$ cat src/rtl/multichannel_sequencer.sv
// Multi-channel trigger-started pulse sequencer driven by 16-bit SPI command words.
// Shadow configuration is copied into an active set at each run start.
module multichannel_sequencer #(
    parameter int N_CH   = 4,
    parameter int TIME_W = 10,
    parameter int SEL_W  = 4
) (
    input  logic             clk,
    input  logic             res_n,
    input  logic             cmd_write,
    input  logic [15:0]      cmd_word,
    input  logic             trigger,
    output logic [N_CH-1:0]  ch_out,
    output logic [SEL_W-1:0] static_out,
    output logic             ready_flag,
    output logic             measure_flag,
    output logic [15:0]      status_word
);
    typedef enum logic [1:0] {
        ST_IDLE = 2'b00,
        ST_RUN  = 2'b01
    } state_t;

    localparam logic [3:0] C_SEL   = 4'h0;
    localparam logic [3:0] C_PTR   = 4'h1;
    localparam logic [3:0] C_ON    = 4'h2;
    localparam logic [3:0] C_OFF   = 4'h3;
    localparam logic [3:0] C_END   = 4'h4;
    localparam logic [3:0] C_IDLE  = 4'h5;
    localparam logic [3:0] C_REP   = 4'h6;
    localparam logic [3:0] C_ABORT = 4'h7;
    localparam logic [3:0] C_MEAS  = 4'h8;
    localparam logic [3:0] C_ENA   = 4'h9;

    localparam logic [TIME_W-1:0] T_ONE = TIME_W'(1);

    state_t state_q, state_d;
    logic   cmd_en_q, cmd_en_d;
    logic [2:0] sync_q, sync_d;

    logic [SEL_W-1:0]  sel_sh_q, sel_sh_d;
    logic [11:0]       ptr_q, ptr_d;
    logic [TIME_W-1:0] on_sh_q [N_CH];
    logic [TIME_W-1:0] on_sh_d [N_CH];
    logic [TIME_W-1:0] off_sh_q [N_CH];
    logic [TIME_W-1:0] off_sh_d [N_CH];
    logic [TIME_W-1:0] end_sh_q, end_sh_d;
    logic [N_CH-1:0]   idle_sh_q, idle_sh_d;
    logic [11:0]       rep_sh_q, rep_sh_d;
    logic [TIME_W-1:0] meas_sh_q, meas_sh_d;

    logic [TIME_W-1:0] on_a_q [N_CH];
    logic [TIME_W-1:0] on_a_d [N_CH];
    logic [TIME_W-1:0] off_a_q [N_CH];
    logic [TIME_W-1:0] off_a_d [N_CH];
    logic [TIME_W-1:0] end_a_q, end_a_d;
    logic [N_CH-1:0]   idle_a_q, idle_a_d;
    logic [TIME_W-1:0] meas_a_q, meas_a_d;

    logic [TIME_W-1:0] t_q, t_d;
    logic [11:0]       rep_left_q, rep_left_d;
    logic [SEL_W-1:0]  static_q, static_d;
    logic [N_CH-1:0]   ch_q, ch_d;
    logic              meas_q, meas_d;

    logic [3:0]  code;
    logic [11:0] data;
    logic        wr_en, rise, start, abort;
    logic        run, run_live, t_last;
    logic [N_CH-1:0] win;

    assign code     = cmd_word[15:12];
    assign data     = cmd_word[11:0];
    assign wr_en    = cmd_write & cmd_en_q;
    assign sync_d   = {sync_q[1:0], trigger};
    assign rise     = sync_q[1] & ~sync_q[2];
    assign start    = ready_flag & rise & (end_sh_q != '0);
    assign abort    = run & wr_en & (code == C_ABORT);
    assign run_live = run & ~abort;
    assign t_last   = (t_q == end_a_q - T_ONE);

    always_ff @(posedge clk or negedge res_n) begin
        if (!res_n) begin
            state_q <= ST_IDLE;
        end else begin
            state_q <= state_d;
        end
    end

    always_comb begin
        state_d = state_q;
        unique case (state_q)
            ST_IDLE: if (start) state_d = ST_RUN;
            ST_RUN: begin
                if (abort || (t_last && rep_left_q == '0)) begin
                    state_d = ST_IDLE;
                end
            end
            default: state_d = ST_IDLE;
        endcase
    end

    always_comb begin
        ready_flag = (state_q == ST_IDLE);
        run        = (state_q == ST_RUN);
    end

    // Command decode: ENA is always honoured, everything else needs cmd_en.
    always_comb begin
        cmd_en_d  = cmd_en_q;
        sel_sh_d  = sel_sh_q;
        ptr_d     = ptr_q;
        on_sh_d   = on_sh_q;
        off_sh_d  = off_sh_q;
        end_sh_d  = end_sh_q;
        idle_sh_d = idle_sh_q;
        rep_sh_d  = rep_sh_q;
        meas_sh_d = meas_sh_q;
        if (cmd_write && code == C_ENA) cmd_en_d = data[0];
        if (wr_en) begin
            unique case (1'b1)
                code == C_SEL:  sel_sh_d  = data[SEL_W-1:0];
                code == C_PTR:  ptr_d     = data;
                code == C_ON: begin
                    for (int i = 0; i < N_CH; i++) begin
                        if (ptr_q == 12'(i)) on_sh_d[i] = data[TIME_W-1:0];
                    end
                end
                code == C_OFF: begin
                    for (int i = 0; i < N_CH; i++) begin
                        if (ptr_q == 12'(i)) off_sh_d[i] = data[TIME_W-1:0];
                    end
                end
                code == C_END:  end_sh_d  = data[TIME_W-1:0];
                code == C_IDLE: idle_sh_d = data[N_CH-1:0];
                code == C_REP:  rep_sh_d  = data;
                code == C_MEAS: meas_sh_d = data[TIME_W-1:0];
                default: ;
            endcase
        end
    end

    always_comb begin
        on_a_d     = on_a_q;
        off_a_d    = off_a_q;
        end_a_d    = end_a_q;
        idle_a_d   = idle_a_q;
        meas_a_d   = meas_a_q;
        static_d   = static_q;
        rep_left_d = rep_left_q;
        t_d        = '0;
        if (start) begin
            on_a_d     = on_sh_q;
            off_a_d    = off_sh_q;
            end_a_d    = end_sh_q;
            idle_a_d   = idle_sh_q;
            meas_a_d   = meas_sh_q;
            static_d   = sel_sh_q;
            rep_left_d = rep_sh_q;
        end
        if (run_live) begin
            if (!t_last) begin
                t_d = t_q + T_ONE;
            end else if (rep_left_q != '0) begin
                rep_left_d = rep_left_q - 12'd1;
            end
        end
        win = '0;
        for (int i = 0; i < N_CH; i++) begin
            win[i] = (t_q >= on_a_q[i]) && (t_q < off_a_q[i]);
        end
        // An abort forces idle levels on the same edge the FSM leaves RUN.
        ch_d   = idle_a_q ^ (win & {N_CH{run_live}});
        meas_d = run_live && (t_q >= meas_a_q);
    end

    always_ff @(posedge clk or negedge res_n) begin
        if (!res_n) begin
            cmd_en_q   <= 1'b0;
            sync_q     <= '0;
            sel_sh_q   <= '0;
            ptr_q      <= '0;
            on_sh_q    <= '{default: '0};
            off_sh_q   <= '{default: '0};
            end_sh_q   <= '0;
            idle_sh_q  <= '0;
            rep_sh_q   <= '0;
            meas_sh_q  <= '0;
            on_a_q     <= '{default: '0};
            off_a_q    <= '{default: '0};
            end_a_q    <= '0;
            idle_a_q   <= '0;
            meas_a_q   <= '0;
            t_q        <= '0;
            rep_left_q <= '0;
            static_q   <= '0;
            ch_q       <= '0;
            meas_q     <= 1'b0;
        end else begin
            cmd_en_q   <= cmd_en_d;
            sync_q     <= sync_d;
            sel_sh_q   <= sel_sh_d;
            ptr_q      <= ptr_d;
            on_sh_q    <= on_sh_d;
            off_sh_q   <= off_sh_d;
            end_sh_q   <= end_sh_d;
            idle_sh_q  <= idle_sh_d;
            rep_sh_q   <= rep_sh_d;
            meas_sh_q  <= meas_sh_d;
            on_a_q     <= on_a_d;
            off_a_q    <= off_a_d;
            end_a_q    <= end_a_d;
            idle_a_q   <= idle_a_d;
            meas_a_q   <= meas_a_d;
            t_q        <= t_d;
            rep_left_q <= rep_left_d;
            static_q   <= static_d;
            ch_q       <= ch_d;
            meas_q     <= meas_d;
        end
    end

    assign ch_out       = ch_q;
    assign static_out   = static_q;
    assign measure_flag = meas_q;
    assign status_word  = {state_q, cmd_en_q, 1'b0, rep_left_q};

endmodule

$ cat config.mk
export PLATFORM = sky130hd
export DESIGN_NAME = multichannel_sequencer
export DESIGN_NICKNAME = d
export VERILOG_FILES = /design/src/rtl/multichannel_sequencer.sv
export SDC_FILE = /design/constraint.sdc
export NUM_CORES = 1
export LEC_CHECK = 0
export ABC_CLOCK_PERIOD_IN_PS = 5150
export CAP_MARGIN = 30
export CORE_MARGIN = 4
export CORE_UTILIZATION = 38
export CTS_CLUSTER_SIZE = 16
export DETAILED_ROUTE_END_ITERATION = 8
export HOLD_SLACK_MARGIN = 0.08
export SYNTH_ARGS = -nofsm -noshare
export SYNTH_HDL_FRONTEND = slang
export SYNTH_SLANG_ARGS = --single-unit
$ cat constraint.sdc
create_clock -name clk -period 5.15 [get_ports clk]
set_clock_uncertainty 0.2 [all_clocks]
set_input_delay 1.2875 -clock clk [delete_from_list [all_inputs] [get_ports clk]]
set_output_delay 1.2875 -clock clk [all_outputs]
set_load 0.02 [all_outputs]
# Word-level counts from Yosys, hierarchy flattened
# Cells that the tools add are included.
dict set report classes {
  n_eq_ne 16
  addsub 3
  reduce_logical 29
  n_lt_le_gt_ge 9
  n_mux 9
  bitwise_logic 11
}
# operator n
set op_table {}
lappend op_table {{$ge A10 B10 Y1} 5}
lappend op_table {{$mux W12} 4}
lappend op_table {{$lt A10 B10 Y1} 4}
lappend op_table {{$eq A12 B2 Y1 const B} 2}
lappend op_table {{$logic_not A12 Y1} 2}
lappend op_table {{$reduce_and A3 Y1} 8}
lappend op_table {{$mux W10} 2}
lappend op_table {{$eq A4 B3 Y1 const B} 4}
lappend op_table {{$reduce_and A2 Y1} 7}
lappend op_table {{$eq A12 B1 Y1 const B} 1}
lappend op_table {{$reduce_bool A12 Y1} 1}
lappend op_table {{$sub A12 B1 Y12 const B} 1}
lappend op_table {{$add A10 B1 Y10 const B} 1}
lappend op_table {{$eq A10 B10 Y1} 1}
lappend op_table {{$reduce_bool A10 Y1} 1}
lappend op_table {{$sub A10 B1 Y10 const B} 1}
lappend op_table {{$eq A4 B2 Y1 const B} 2}
lappend op_table {{$eq A4 B4 Y1 const B} 2}
lappend op_table {{$and A1 B1 Y1} 7}
lappend op_table {{$logic_and A1 B1 Y1} 7}
lappend op_table {{$and A4 B4 Y4} 1}
lappend op_table {{$eq A4 B1 Y1 const B} 1}
lappend op_table {{$logic_not A4 Y1} 1}
lappend op_table {{$mux W2} 2}
lappend op_table {{7 further kinds} 9}
dict set report word_totals {
  in_bits 20
  reg_bits 273
  out_inout_bits 26
  elab_cells 110
}

# Logic depth before layout (Yosys ltp)
dict set report depth {
  ltp_word 8
  depth_mapped 11
  mapped_depth_nobuf 9
}

# Least setup slack after synthesis
# No wires, ideal clock.
dict set report synth_timing {
  path_kind {input port to flip-flop}
  from {input cmd_word[12]}
  to {register off_sh_q[20] in the netlist's numbering}
  path_stages 4
  setup_time_ns 0.125
  t_required_ns 4.825
  slack_ns 2.017
  t_arrival_ns 2.809
  n_path_buf 1
  cell_sequence {clkbuf_1 nand4_1 nor3_2 mux2_2}
}
dict set report synth_between {
  elab_chain_len 2
}
# element line_no
set synth_lines {}
lappend synth_lines {{from (decl)} 11} ;# input logic [15:0] cmd_word,
lappend synth_lines {{$eq A4 B2 Y1} 129} ;# code == C_OFF: begin
lappend synth_lines {{$reduce_and A3 Y1 (no source line)} n/a}
lappend synth_lines {{to (signal assigned)} 205} ;# off_sh_q <= off_sh_d;
lappend synth_lines {{to (decl)} 45} ;# logic [TIME_W-1:0] off_sh_q [N_CH];
# Every way passes these cells.
# A chain may end at the register's enable or synchronous reset.

# Worst setup path in the final report
dict set report layout_timing {
  from {input cmd_write}
  to {register off_sh_q[28] in the netlist's numbering}
}
dict set report layout_between {
  elab_chain_len 2
}
# element line_no
set layout_lines {}
lappend layout_lines {{from (decl)} 10} ;# input logic cmd_write,
lappend layout_lines {{$and A1 B1 Y1} 74} ;# assign wr_en = cmd_write & cmd_en_q;
lappend layout_lines {{$reduce_and A3 Y1 (no source line)} n/a}
# Every way passes these cells.

==> results.yml <==
outcome:
  outcome: "complete, no violations"
clock_tree:
  root_buffer: "clkbuf_16"
  cts_sinks: 272
  ctsHoldBuffers: 0
  numCtsBuffers: 30
  cts_tree: "yes"
  post_cts_buffers: 0
  cts_resized: 0
  clkTransAtPathRegs_ns: 0.06
  clockBufferDepth: 3
  htreeDepth: 1
  clkLatencyLatePin_ns: 0.55
detailed_routing:
  wirelength_um: 30800
  ant_nets: 0
  wl_per_cell_um: 18.0
  routed_via_density: 5.15
  first_pass_iters: 5
  num_vias: 8804
  drcViolationCount: 0
  drt_iter0_drc: 448
global_routing:
  grt_pass1_wl_um: 49200
  overflow: 0
  first_global_vias: 8872
  antenna_found_initial: 1
  grt_max_degree: 114
  track_usage_pct: 16.2
pwr:
  powerDensity_nw_per_um2: 422
  p_sw_mw: 1.88
  combPwrFrac_pct: 23.0
  finalPower_mw: 6.45
  ir_worst_vdd_mv: 0.260
  internal_power_mw: 4.57
  seqPwrFrac_pct: 39.2
  pwr-share-clk_pct: 37.8
  p_leak_nw: 7.18
  swShare_pct: 29.1
timing:
  drv_slew: 0
  fin_hold_ws_ns: 0.155
  setup_tns_ns: 0
  relSlewSlack_pct: 27.6
  setup_viol: 0
  fmax_ghz: 0.282
  worst_pin_slew_ns: 1.08
  finalCriticalPeriod_ns: 3.55
  period_share_pct: 68.9
  grt_setup_unrepaired: "no"
  final-hold-violation-count: 0
worst_setup_path:
  crit_path_end_kind: "flop"
  crit_arrival_ns: 3.77
  worstSetupPathType: "input port to flop"
  cp-start-kind: "input port"
  worst_ep_required_time_ns: 5.38
  cp_max_fo: 10
placed_design:
  portBuffers: 43
  gp_congestion: 0.769
  hpwlAfterDp_um: 19400
cells_and_area:
  nets: 1349
  area_growth_pct: 16.0
  antenna_cells: 0
  postLayoutCoreUtil_pct: 45.1
  drive_above_1_share_pct: 18.3
synthesis:
  yosysWarningCount: 0
  postSynthCellCount: 1201
  synth_edf_count: 0
  yosys-top-cells-area: "dfrtp_1 (52%), mux2_2 (11%), ha_1 (8.6%)"
  synth_cell_types: 63
  synthFlopType: "dfrtp_1"
  syn_avg_cell_area_sq_um: 11.0
  netlist_area_sq_um: 13200
  synth-async-reset-ratio_pct: 100
  yosysTopAreaCell: "dfrtp_1"
  synth_top_area_share_pct: 51.7
  ys_ff_latch: 272
  ys_seq_area_share_pct: 51.7
flow_run:
  drv_cap: 0
min_path:
  hold_class: "flop to flop"
floorplan:
  die_area_sq_um: 37700
  die_height_um: 194
  coreArea_sq_um: 33900
  row_count: 67
  start_util_pct: 38.8
  die_w_um: 194
  io-pin-count: 46
[sequential cells by signal, indices dropped and copies added, names as in the netlist, 10 cells and up]
| register | flops |
|---|---|
| end_sh_q | 10 |
| off_sh_q | 40 |
| meas_sh_q | 10 |
| end_a_q | 10 |
| t_q | 10 |
| off_a_q | 40 |
| ptr_q | 12 |
| on_sh_q | 40 |
| on_a_q | 40 |
| meas_a_q | 10 |
| rep_sh_q | 12 |
| rep_left_q | 12 |
[final timing paths]
check                      slack (ns)              startpoint  cells after the start                        to
hold reg to reg                  0.15     sync_q[0]$_DFF_PN0_                      0       sync_q[1]$_DFF_PN0_
setup / recovery                 1.60               cmd_write                      6  off_sh_q[28]$_DFFE_PN0P_
hold / removal                   0.15     sync_q[0]$_DFF_PN0_                      0       sync_q[1]$_DFF_PN0_
max in group asynchronous        3.10                   res_n                      2   off_a_q[34]$_DFFE_PN0P_
min in group asynchronous        0.55                   res_n                      1       sync_q[0]$_DFF_PN0_
setup reg to reg                 1.92  end_a_q[0]$_DFFE_PN0P_                      9  rep_left_q[11]$_DFF_PN0_
[metrics by stage]
step | setup slack, ns | instance area [sq um] | cells
3_3_place_gp | 1.18 | 14000 | 1652
6_report | 1.60 | 15300 | 1710
3_5_place_dp | 1.09 | 14100 | 1655
2_1_floorplan | 2.02 | 13200 | 1202
4_1_cts | 1.68 | 15300 | 1710
5_1_grt | 1.46 | 15300 | 1710
[critical path, cell delays in order]
cell and delay (ns):
clkdlybuf4s50_1 0.53, nand2_1 0.11, nor3_1 0.51, nand2_1 0.24, nor3_2 0.68, mux2_2 0.41
[cell families (layout without fill, tap and decap cells)]
logic type	Yosys count	count (layout)	synth area share, %
adder cells (fa/ha/maj)	90	90	8.56
other	1	2	0.0285
multiplexers	143	143	12.2
flip-flops	272	272	51.7
AO/OA/AOI/OAI	203	203	9.30
AND/OR/NAND/NOR	316	316	11.9
XOR/XNOR	21	21	1.40
buffers and inverters	155	215	4.95
[power groups by stage]
stage	clock network [mW]	registers (mW)	logic [mW]
finish	2.43	2.53	1.48
global route	2.58	2.55	1.68
CTS	2.50	2.52	1.51
detailed placement	0	2.56	1.50
global placement	0	2.56	1.46
floorplan	0	2.56	0.954
[cell usage in the layout (no fill, tap or decap), types with 4 or more instances in the layout]
cell,instances
a211oi_1,5
a21boi_0,4
a21o_1,12
a21oi_1,36
a311oi_1,4
and3_1,4
and4_1,4
buf_4,11
bufinv_16,6
clkbuf_16,31
clkbuf_8,13
clkdlybuf4s50_1,42
dfrtp_1,272
ha_1,90
inv_1,100
mux2_2,132
mux2i_1,9
nand2_1,186
nand2b_1,11
nand3_1,17
nand4_1,4
nor2_1,33
nor2_2,4
nor2_4,7
nor2b_1,10
nor3_1,10
nor4_1,5
o21a_1,9
o21ai_0,104
o22ai_1,8
or4_1,4
xnor2_1,7
xor2_1,14
[cells in the mapped netlist, drive strengths merged (2+ instances only)]
cell,number
a211oi,5
a21boi,4
a21o,12
a21oi,38
a22oi,2
a311oi,4
a31oi,2
a41oi,2
and3,4
and4,4
buf,16
clkbuf,39
dfrtp,272
ha,90
inv,100
mux2,134
mux2i,9
nand2,186
nand2b,12
nand3,17
nand4,5
nand4b,2
nor2,44
nor2b,10
nor3,13
nor4,8
o2111ai,3
o21a,9
o21ai,104
o22ai,8
o32ai,2
or3,3
or4,4
xnor2,7
xor2,14
[final cells by class]
cell class                      count  area, sq um
Timing Repair Buffer               60          636
Sequential cell                   272         6810
Fill cell                        3143        18600
Clock buffer                       45          958
Inverter                          100          375
Tap cell                          448          561
Clock inverter                     10          203
Multi-Input combinational cell    775         5720
[per-layer routing]
metal / track usage (%) / up-vias / wire length (um)
met3: 2.00 / 49 / 1340
met2: 26.0 / 201 / 13900
met1: 23.4 / 4372 / 14800
met4: 4.22 / 0 / 722
li1: - / 4182 / -
met5: 0 / - / 0
No activity file was read; power rests on OpenSTA's default activity.
